[src/rtl/spread_pkg.sv]
// Shared constants for the spreading chipper: default spread factor and code,
// LFSR seed/taps, and the chip-counter width helper.
package spread_pkg;

  localparam int          SPREAD_DEF      = 24;
  localparam logic [23:0] SPREAD_CODE_DEF = 24'hE29B34;

  // Right-shifting Fibonacci LFSR for x^8+x^6+x^5+x^4+1: feedback is the XOR
  // of bits 0,2,3,4 and enters at bit 7; the chip is bit 0.
  localparam logic [7:0] LFSR_SEED = 8'h01;
  localparam logic [7:0] LFSR_TAPS = 8'b0001_1101;

  function automatic int cnt_w(input int s);
    return (s < 2) ? 1 : $clog2(s);
  endfunction

endpackage

[src/rtl/spread_code_gen.sv]
// Chip source. Default: fixed CODE pattern, MSB first, indexed by the chip
// counter. With SPREAD_LFSR_EN defined: 8-bit LFSR reseeded on restart and
// stepped per emitted chip; CODE and the index are then unused.
module spread_code_gen
  import spread_pkg::*;
#(
  parameter int                SPREAD = SPREAD_DEF,
  parameter logic [SPREAD-1:0] CODE   = SPREAD_CODE_DEF,
  parameter int                CW     = cnt_w(SPREAD)
) (
  input  logic          clk_i,
  input  logic          reset_i,
  input  logic          restart_i,
  input  logic          step_i,
  input  logic [CW-1:0] idx_i,
  output logic          chip_o
);

`ifdef SPREAD_LFSR_EN
  logic [7:0] lfsr_q, lfsr_d;
  logic       unused_idx;
  assign unused_idx = &{1'b0, idx_i};

  // Restart has priority so a bit loaded on its predecessor's last chip
  // starts from the seed.
  always_comb begin
    lfsr_d = lfsr_q;
    if (restart_i)   lfsr_d = LFSR_SEED;
    else if (step_i) lfsr_d = {^(lfsr_q & LFSR_TAPS), lfsr_q[7:1]};
  end

  // LFSR state register.
  always_ff @(posedge clk_i) begin
    if (reset_i) lfsr_q <= LFSR_SEED;
    else         lfsr_q <= lfsr_d;
  end

  assign chip_o = lfsr_q[0];
`else
  logic unused_ctl;
  assign unused_ctl = &{1'b0, clk_i, reset_i, restart_i, step_i};
  assign chip_o = CODE[CW'(SPREAD-1) - idx_i];
`endif

endmodule

[src/rtl/spread_chipper.sv]
// Direct-sequence spreader: a 1-bit hold buffer feeds a chip engine that emits
// SPREAD registered chips (bit XOR code chip) per input bit, with i_enable
// stalling the chip stream. Optional macro: SPREAD_LFSR_EN selects an LFSR
// chip source instead of CODE.
module spread_chipper
  import spread_pkg::*;
#(
  parameter int                SPREAD = SPREAD_DEF,
  parameter logic [SPREAD-1:0] CODE   = SPREAD_CODE_DEF
) (
  input  logic i_clk,
  input  logic i_reset,
  input  logic i_data,
  input  logic i_valid,
  output logic o_ready,
  input  logic i_enable,
  output logic o_data,
  output logic o_valid
);

  localparam int            CW   = cnt_w(SPREAD);
  localparam logic [CW-1:0] LAST = CW'(SPREAD-1);

  logic          buf_bit_q, buf_bit_d, buf_full_q, buf_full_d;
  logic          bit_q, bit_d, act_q, act_d;
  logic [CW-1:0] cnt_q, cnt_d;
  logic          o_data_q, o_data_d, o_valid_q, o_valid_d;
  logic          emit, last, load, accept, chip;

  assign o_ready = ~buf_full_q;
  assign o_data  = o_data_q;
  assign o_valid = o_valid_q;

  assign emit   = act_q & i_enable;
  assign last   = emit & (cnt_q == LAST);
  assign load   = buf_full_q & (~act_q | last);
  assign accept = i_valid & ~buf_full_q;

  spread_code_gen #(.SPREAD(SPREAD), .CODE(CODE), .CW(CW)) u_code (
    .clk_i     (i_clk),
    .reset_i   (i_reset),
    .restart_i (load),
    .step_i    (emit),
    .idx_i     (cnt_q),
    .chip_o    (chip)
  );

  // Next state for buffer and engine; accept (buffer empty) and load (buffer
  // full) can never coincide, so the buffer updates are exclusive.
  always_comb begin
    buf_bit_d  = buf_bit_q;
    buf_full_d = buf_full_q;
    bit_d      = bit_q;
    act_d      = act_q;
    cnt_d      = cnt_q;
    o_data_d   = o_data_q;
    o_valid_d  = 1'b0;
    if (accept) begin
      buf_bit_d  = i_data;
      buf_full_d = 1'b1;
    end
    if (emit) begin
      o_data_d  = bit_q ^ chip;
      o_valid_d = 1'b1;
      cnt_d     = last ? '0 : cnt_q + 1'b1;
      if (last) act_d = 1'b0;
    end
    if (load) begin
      buf_full_d = 1'b0;
      bit_d      = buf_bit_q;
      act_d      = 1'b1;
      cnt_d      = '0;
    end
  end

  // State registers; reset drops any buffered bit and partial chip sequence.
  always_ff @(posedge i_clk) begin
    if (i_reset) begin
      buf_bit_q  <= 1'b0;
      buf_full_q <= 1'b0;
      bit_q      <= 1'b0;
      act_q      <= 1'b0;
      cnt_q      <= '0;
      o_data_q   <= 1'b0;
      o_valid_q  <= 1'b0;
    end else begin
      buf_bit_q  <= buf_bit_d;
      buf_full_q <= buf_full_d;
      bit_q      <= bit_d;
      act_q      <= act_d;
      cnt_q      <= cnt_d;
      o_data_q   <= o_data_d;
      o_valid_q  <= o_valid_d;
    end
  end

endmodule

[config.mk]
export PLATFORM = sky130hd
export DESIGN_NAME = spread_chipper
export DESIGN_NICKNAME = d
export VERILOG_FILES = /design/src/rtl/spread_pkg.sv /design/src/rtl/spread_code_gen.sv /design/src/rtl/spread_chipper.sv
export SDC_FILE = /design/constraint.sdc
export NUM_CORES = 1
export LEC_CHECK = 0
export CAP_MARGIN = 10
export CORE_ASPECT_RATIO = 1.4
export CORE_MARGIN = 1.5
export CORE_UTILIZATION = 30
export CTS_CLUSTER_DIAMETER = 40
export DETAILED_ROUTE_END_ITERATION = 10
export GPL_TIMING_DRIVEN = 0
export SLEW_MARGIN = 20
export SYNTH_ARGS = -nofsm -noshare
export SYNTH_HDL_FRONTEND = slang
export SYNTH_HIERARCHICAL = 1
export SYNTH_SLANG_ARGS = --single-unit
export TNS_END_PERCENT = 30
[constraint.sdc]
create_clock -name i_clk -period 1.76 [get_ports i_clk]
set_input_delay 0.264 -clock i_clk [delete_from_list [all_inputs] [get_ports i_clk]]
set_output_delay 0.264 -clock i_clk [all_outputs]
set_load 0.05 [all_outputs]
# Yosys cells after proc, flatten, opt, wreduce, memory -nomap -nowiden
# Memory sizes are Yosys's and may differ from the RTL's.
# Cells that the tools add are included.
# classes
bitwise,8
muxes,6
n_eq_ne,1
div,0
magnitude_cmp,1
n_mul,0
shifts,0
add_sub_neg,2
reduce_logical,4
# ops
cell,n
5-bit by 6-bit < comparator with 1-bit output (second input constant),1
5-bit by 1-bit adder with 5-bit output (second input constant),1
5-bit == test (second input constant),1
1-bit 2-to-1 mux,5
5-bit 2-to-1 mux,1
5-bit subtractor (first input constant),1
1-bit bitwise AND,4
2-bit nonzero test,2
1-bit NOT,2
2-bit AND reduction,1
2-bit OR reduction,1
1-bit OR,1
1-bit XOR,1
# word_totals
output_inout_bits,3
word_cells,30
mem_bits_rw,0
rom_bits,32
mem_count,1
in_bits,5
regBits,11
latch_bits,0
# mem_list
name,words,word_bits,rd,rd_ports_with_merged_regs,write_ports,line_no,rtl
(no name shown),32,1,1,0,0,spread_code_gen.sv:42,assign chip_o = CODE[CW'(SPREAD-1) - idx_i];

# Depth between registers and ports, before layout
# logic_depth
word_depth,6
mapped_depth,7
mapped_depth_nobuf,7

# Cells and area by module
# Netlist, hierarchy kept.
# by_module_without_submodules
module,area_per_inst_um2,seq_area_each_um2,cells_each,n_inst
spread_chipper,530.5,220.2,59,1
spread_code_gen,95.1,0.0,11,1

# Worst setup path before layout
# No wires, ideal clock.
# synth_timing
kind,register to register
from,register cnt_q[1]
to,"register o_data_q, in the netlist o_data"
setup_time_ns,0.086
period_less_slack_ns,1.545
stages_incl_launch_ff,8
t_arrival_ns,1.459
slack_ns,0.215
t_required_ns,1.674
path_buffers,0
path_cell_list,dfxtp_1 -> inv_1 -> ha_1 -> inv_1 -> mux2i_1 -> a221o_1 -> xnor2_1 -> a211oi_1
# synth_via
elab_chain_len,4
# synth_rtl
element,line_no,rtl
from (decl),spread_chipper.sv:26,"logic [CW-1:0] cnt_q, cnt_d;"
from (signal assigned),spread_chipper.sv:91,cnt_q <= cnt_d;
5-bit subtractor,spread_code_gen.sv:42,
memory 32 x 1 bit,--,
1-bit 2-to-1 mux (not written as such),spread_code_gen.sv:42,
named net chip,spread_chipper.sv:28,"logic emit, last, load, accept, chip;"
1-bit XOR,spread_chipper.sv:63,o_data_d = bit_q ^ chip;
to (signal assigned),spread_chipper.sv:92,o_data_q <= o_data_d;
to (decl),spread_chipper.sv:27,"logic o_data_q, o_data_d, o_valid_q, o_valid_d;"
# The timed path passes the listed nets, and every way through them passes these cells. The select of a mux whose other input is x is not followed.
# A chain may end at the register's enable or synchronous reset.

# Worst setup path in the final report
# layout_timing
from,"register o_data_q, in the netlist o_data"
to,output o_data
# layout_rtl
element,line_no,rtl
to (decl),spread_chipper.sv:17,"output logic o_data,"
# No word-level cell between the ends.

==> results.md <==
- Outcome: finished, final reports clean
- Largest net degree at the start of global routing: 11
- Share of the synthesized area in the top cell type: 0.3520
- Core ar.: 1973 sq um
- Pre-CTS WS: 16.48 ps
- Asr flop ratio synth: 0
- Share of cells above drive strength 1: 0.1266
- Clock skew: ~3.6 ps
- Cells after synthesis: 70
- Post-route ant nets: 0
- Hold Vio Cnt, Final: 0
- Max_cap viols: 0
- Die height: 57.03 um
- Initial Util: 0.3171
- Final Worst Setup Slack: approximately 90 ps
- CTS tree: built
- Root buffer cell: clkbuf_4
- Final worst path period need: around 1700 ps
- Normalized max-slew margin: 0.6670
- GRT Total Usage: 0.1107
- Critical path type: reg -> out
- RSZ-0062 raised after global routing: false
- Crit path buffers/inverters: 1
- # nets final: 88
- Initial antenna violation count: 0
- CP Depth: 1
- Distinct cells, synth: 30
- Fin Hold WS: 323.4 ps
- Final Max Tran Viols: 0
- GR Overflow Total: 0
- Synth Warn #: 6
- Die area: 2372 sq um
- DRT Wirelength: 1165 um
- Worst EP required: 1500 ps
- CP cell instances: clkdlybuf4s50_1
- Hold-fix buffers at CTS: 0
- Synth area leader: dfxtp_1
- CP startpoint kind: register
- Post-synth EDFFs: 0
- RePlAce Congestion: 0.7540
- Most frequent cell after synthesis: dfxtp_1
- Area grow syn2layout: 17.40%
- FF+latch area: roughly 220 sq um
- Syn_area_per_cell: 8.937 sq um
- Crit path DAT: between 1000 and 1500 ps
- Slowest stage delay, CP: 810 ps
- Tcrit/Tclk final: 0.9480
- Num rows: 19
- Clk Latency, worst-skew pair: 260 ps
- Clock transition at the registers of the reported paths: approximately 60 ps
- P_leak: roughly 0.29 nW
- Ys flop type: dfxtp_1
- First-pass GRT wire length: 2070 um
- I/O Pins: 8
- Power per cell area: 699.7 nW/um^2
- HPWL Detailed: between 900 and 1000 um
- Hold depth: 3
- H-tree depth: 1
- Setup-failing EPs final: 0
- # DRC: 0
- Clock sink total: 11
- Seq/Total Area, Yosys: 0.3520
- #FFs+latches synth: 11
- WL per Instance: 11.65 um
- Fillers: between 200 and 250
- Hold Crit Class: in -> reg
- Reg2Reg Depth: 7
- Number of global-route vias before repair: a little under 500
- Syn_nets: just under 80
- Via/cell ratio: 5.030
- VDD IR max: 0.3651 mV
- Fin Setup TNS: 0 ps
- Input/output buffers: 5
- Worst setup EP type: output pin
- Achievable frequency: 0.5994 GHz
- Die X: around 42 um
- Internal reg-to-reg setup slack: 140 ps
- Post-synth top cells: 11 x dfxtp_1, 6 x inv_1, 6 x mux2i_1, 6 x nand2_1
- Least-Margin Pin Slew: between 400 and 500 ps
- Top post-synthesis cells by area: dfxtp_1 35%, mux2i_1 9.6%, ha_1 6.0%, nor2b_1 4.0%, inv_1 3.6%
- Cts bufs inserted: 3
- Total number of vias: slightly above 500
- Drt first pass iters: 4
- CP max stage cell: clkdlybuf4s50_1
- Iteration-0 DRC Markers: 2
- Multi-input logic area: between 300 and 400 sq um
- Mapped cell area: 625.6 sq um
- CP Max Fanout: 2
- Cell family with most CP delay: buffers and inverters
- Diode count: 0
- CTS Buffer Depth: 2
-- worst paths after layout --
path,from,end
setup / recovery,o_data$_SDFFE_PP0P_,o_data
hold / removal,i_enable,cnt_q[1]$_SDFFE_PP0P_
setup reg to reg,cnt_q[1]$_SDFFE_PP0P_,o_data$_SDFFE_PP0P_
hold reg to reg,buf_bit_q$_SDFFE_PP0P_,bit_q$_SDFFE_PP0P_
-- cell type report --
class,count,area share
buffer,3,0.02555
multi-input combinational,50,0.5026
timing repair buffer,5,0.06644
sequential,11,0.3032
inverter,6,0.03066
clock buffer,4,0.03578
tap,21,0.03578
-- registers in the layout (all words and copies together) (netlist names) --
name,cells
act_q,1
buf_full_q,1
buf_bit_q,1
o_valid,1
o_data,1
cnt_q,5
bit_q,1
-- routing by layer --
| metal | track usage | part of all wire | up-vias | routed length [um] |
|---|---|---|---|---|
| li1 | - | - | 263 | - |
| met1 | 0.1235 | 0.43 | 232 | 504 |
| met2 | 0.1987 | 0.53 | 6 | 622 |
| met3 | 0.009494 | 0.019 | 2 | 22 |
| met4 | 0.06912 | 0.015 | 0 | 17 |
| met5 | 0 | 0 | - | 0 |
-- worst register-to-register path, delay by kind of cell, from the launching register on --
kind	cells	cell delay (ps)
compound gates	2	570
xor+xnor	1	140
fa+ha+maj	1	270
buf+inv	2	120
flops	1	390
mux	1	50
-- placed cells by master (no fill, tap or decap), types with 2 or more instances in the layout --
master,Yosys,final
nand2_1,6,6
mux2i_1,6,6
dfxtp_2,0,2
clkbuf_4,0,3
buf_4,2,2
ha_1,3,3
dfxtp_1,11,9
nor2_1,4,4
xnor2_1,2,2
inv_1,6,6
nor2b_1,4,4
clkdlybuf4s50_1,0,4
a211oi_2,1,2
clkbuf_1,1,2
a21oi_1,4,4
nand3_1,3,3
-- cells by family after synthesis --
| logic type | after synthesis | share of synthesized area |
|---|---|---|
| xor gates and xnor gates | 3 | 0.04201 |
| buffers and inverters | 9 | 0.06598 |
| and+or+nand+nor | 25 | 0.2280 |
| AOI/OAI and AO/OA | 13 | 0.1560 |
| DFF | 11 | 0.3520 |
| adders and majority gates | 3 | 0.06001 |
| muxes | 6 | 0.09600 |
-- through the flow --
step | util | total power, mW | cell area, sq um | cells
after floorplan | - | 0.3287 | 625.6 | 70
after global placement | 0.3557 | 0.3490 | 701.9 | 96
after detailed placement | 0.3557 | 0.3521 | 701.9 | 96
after CTS | 0.3691 | 0.5254 | 728.2 | 100
after global routing | 0.3722 | 0.5475 | 734.5 | 100
final | 0.3722 | 0.5139 | 734.5 | 100
-- power breakdown --
group	leakage [nW]	total, mW	internal [mW]	switching [mW]
clock network	0.0150	0.169	0.0876	0.0810
logic	0.187	0.0770	0.0323	0.0448
registers	0.0905	0.268	0.259	0.00907
-- repair_timing --
action | in CTS | in global routing
gates resized for setup | 2 | 2
setup buffers | 0 | 0
cloned | 0 | 0
setup endpoints to repair | 2 | 1
No activity file was read; power rests on OpenSTA's default activity.
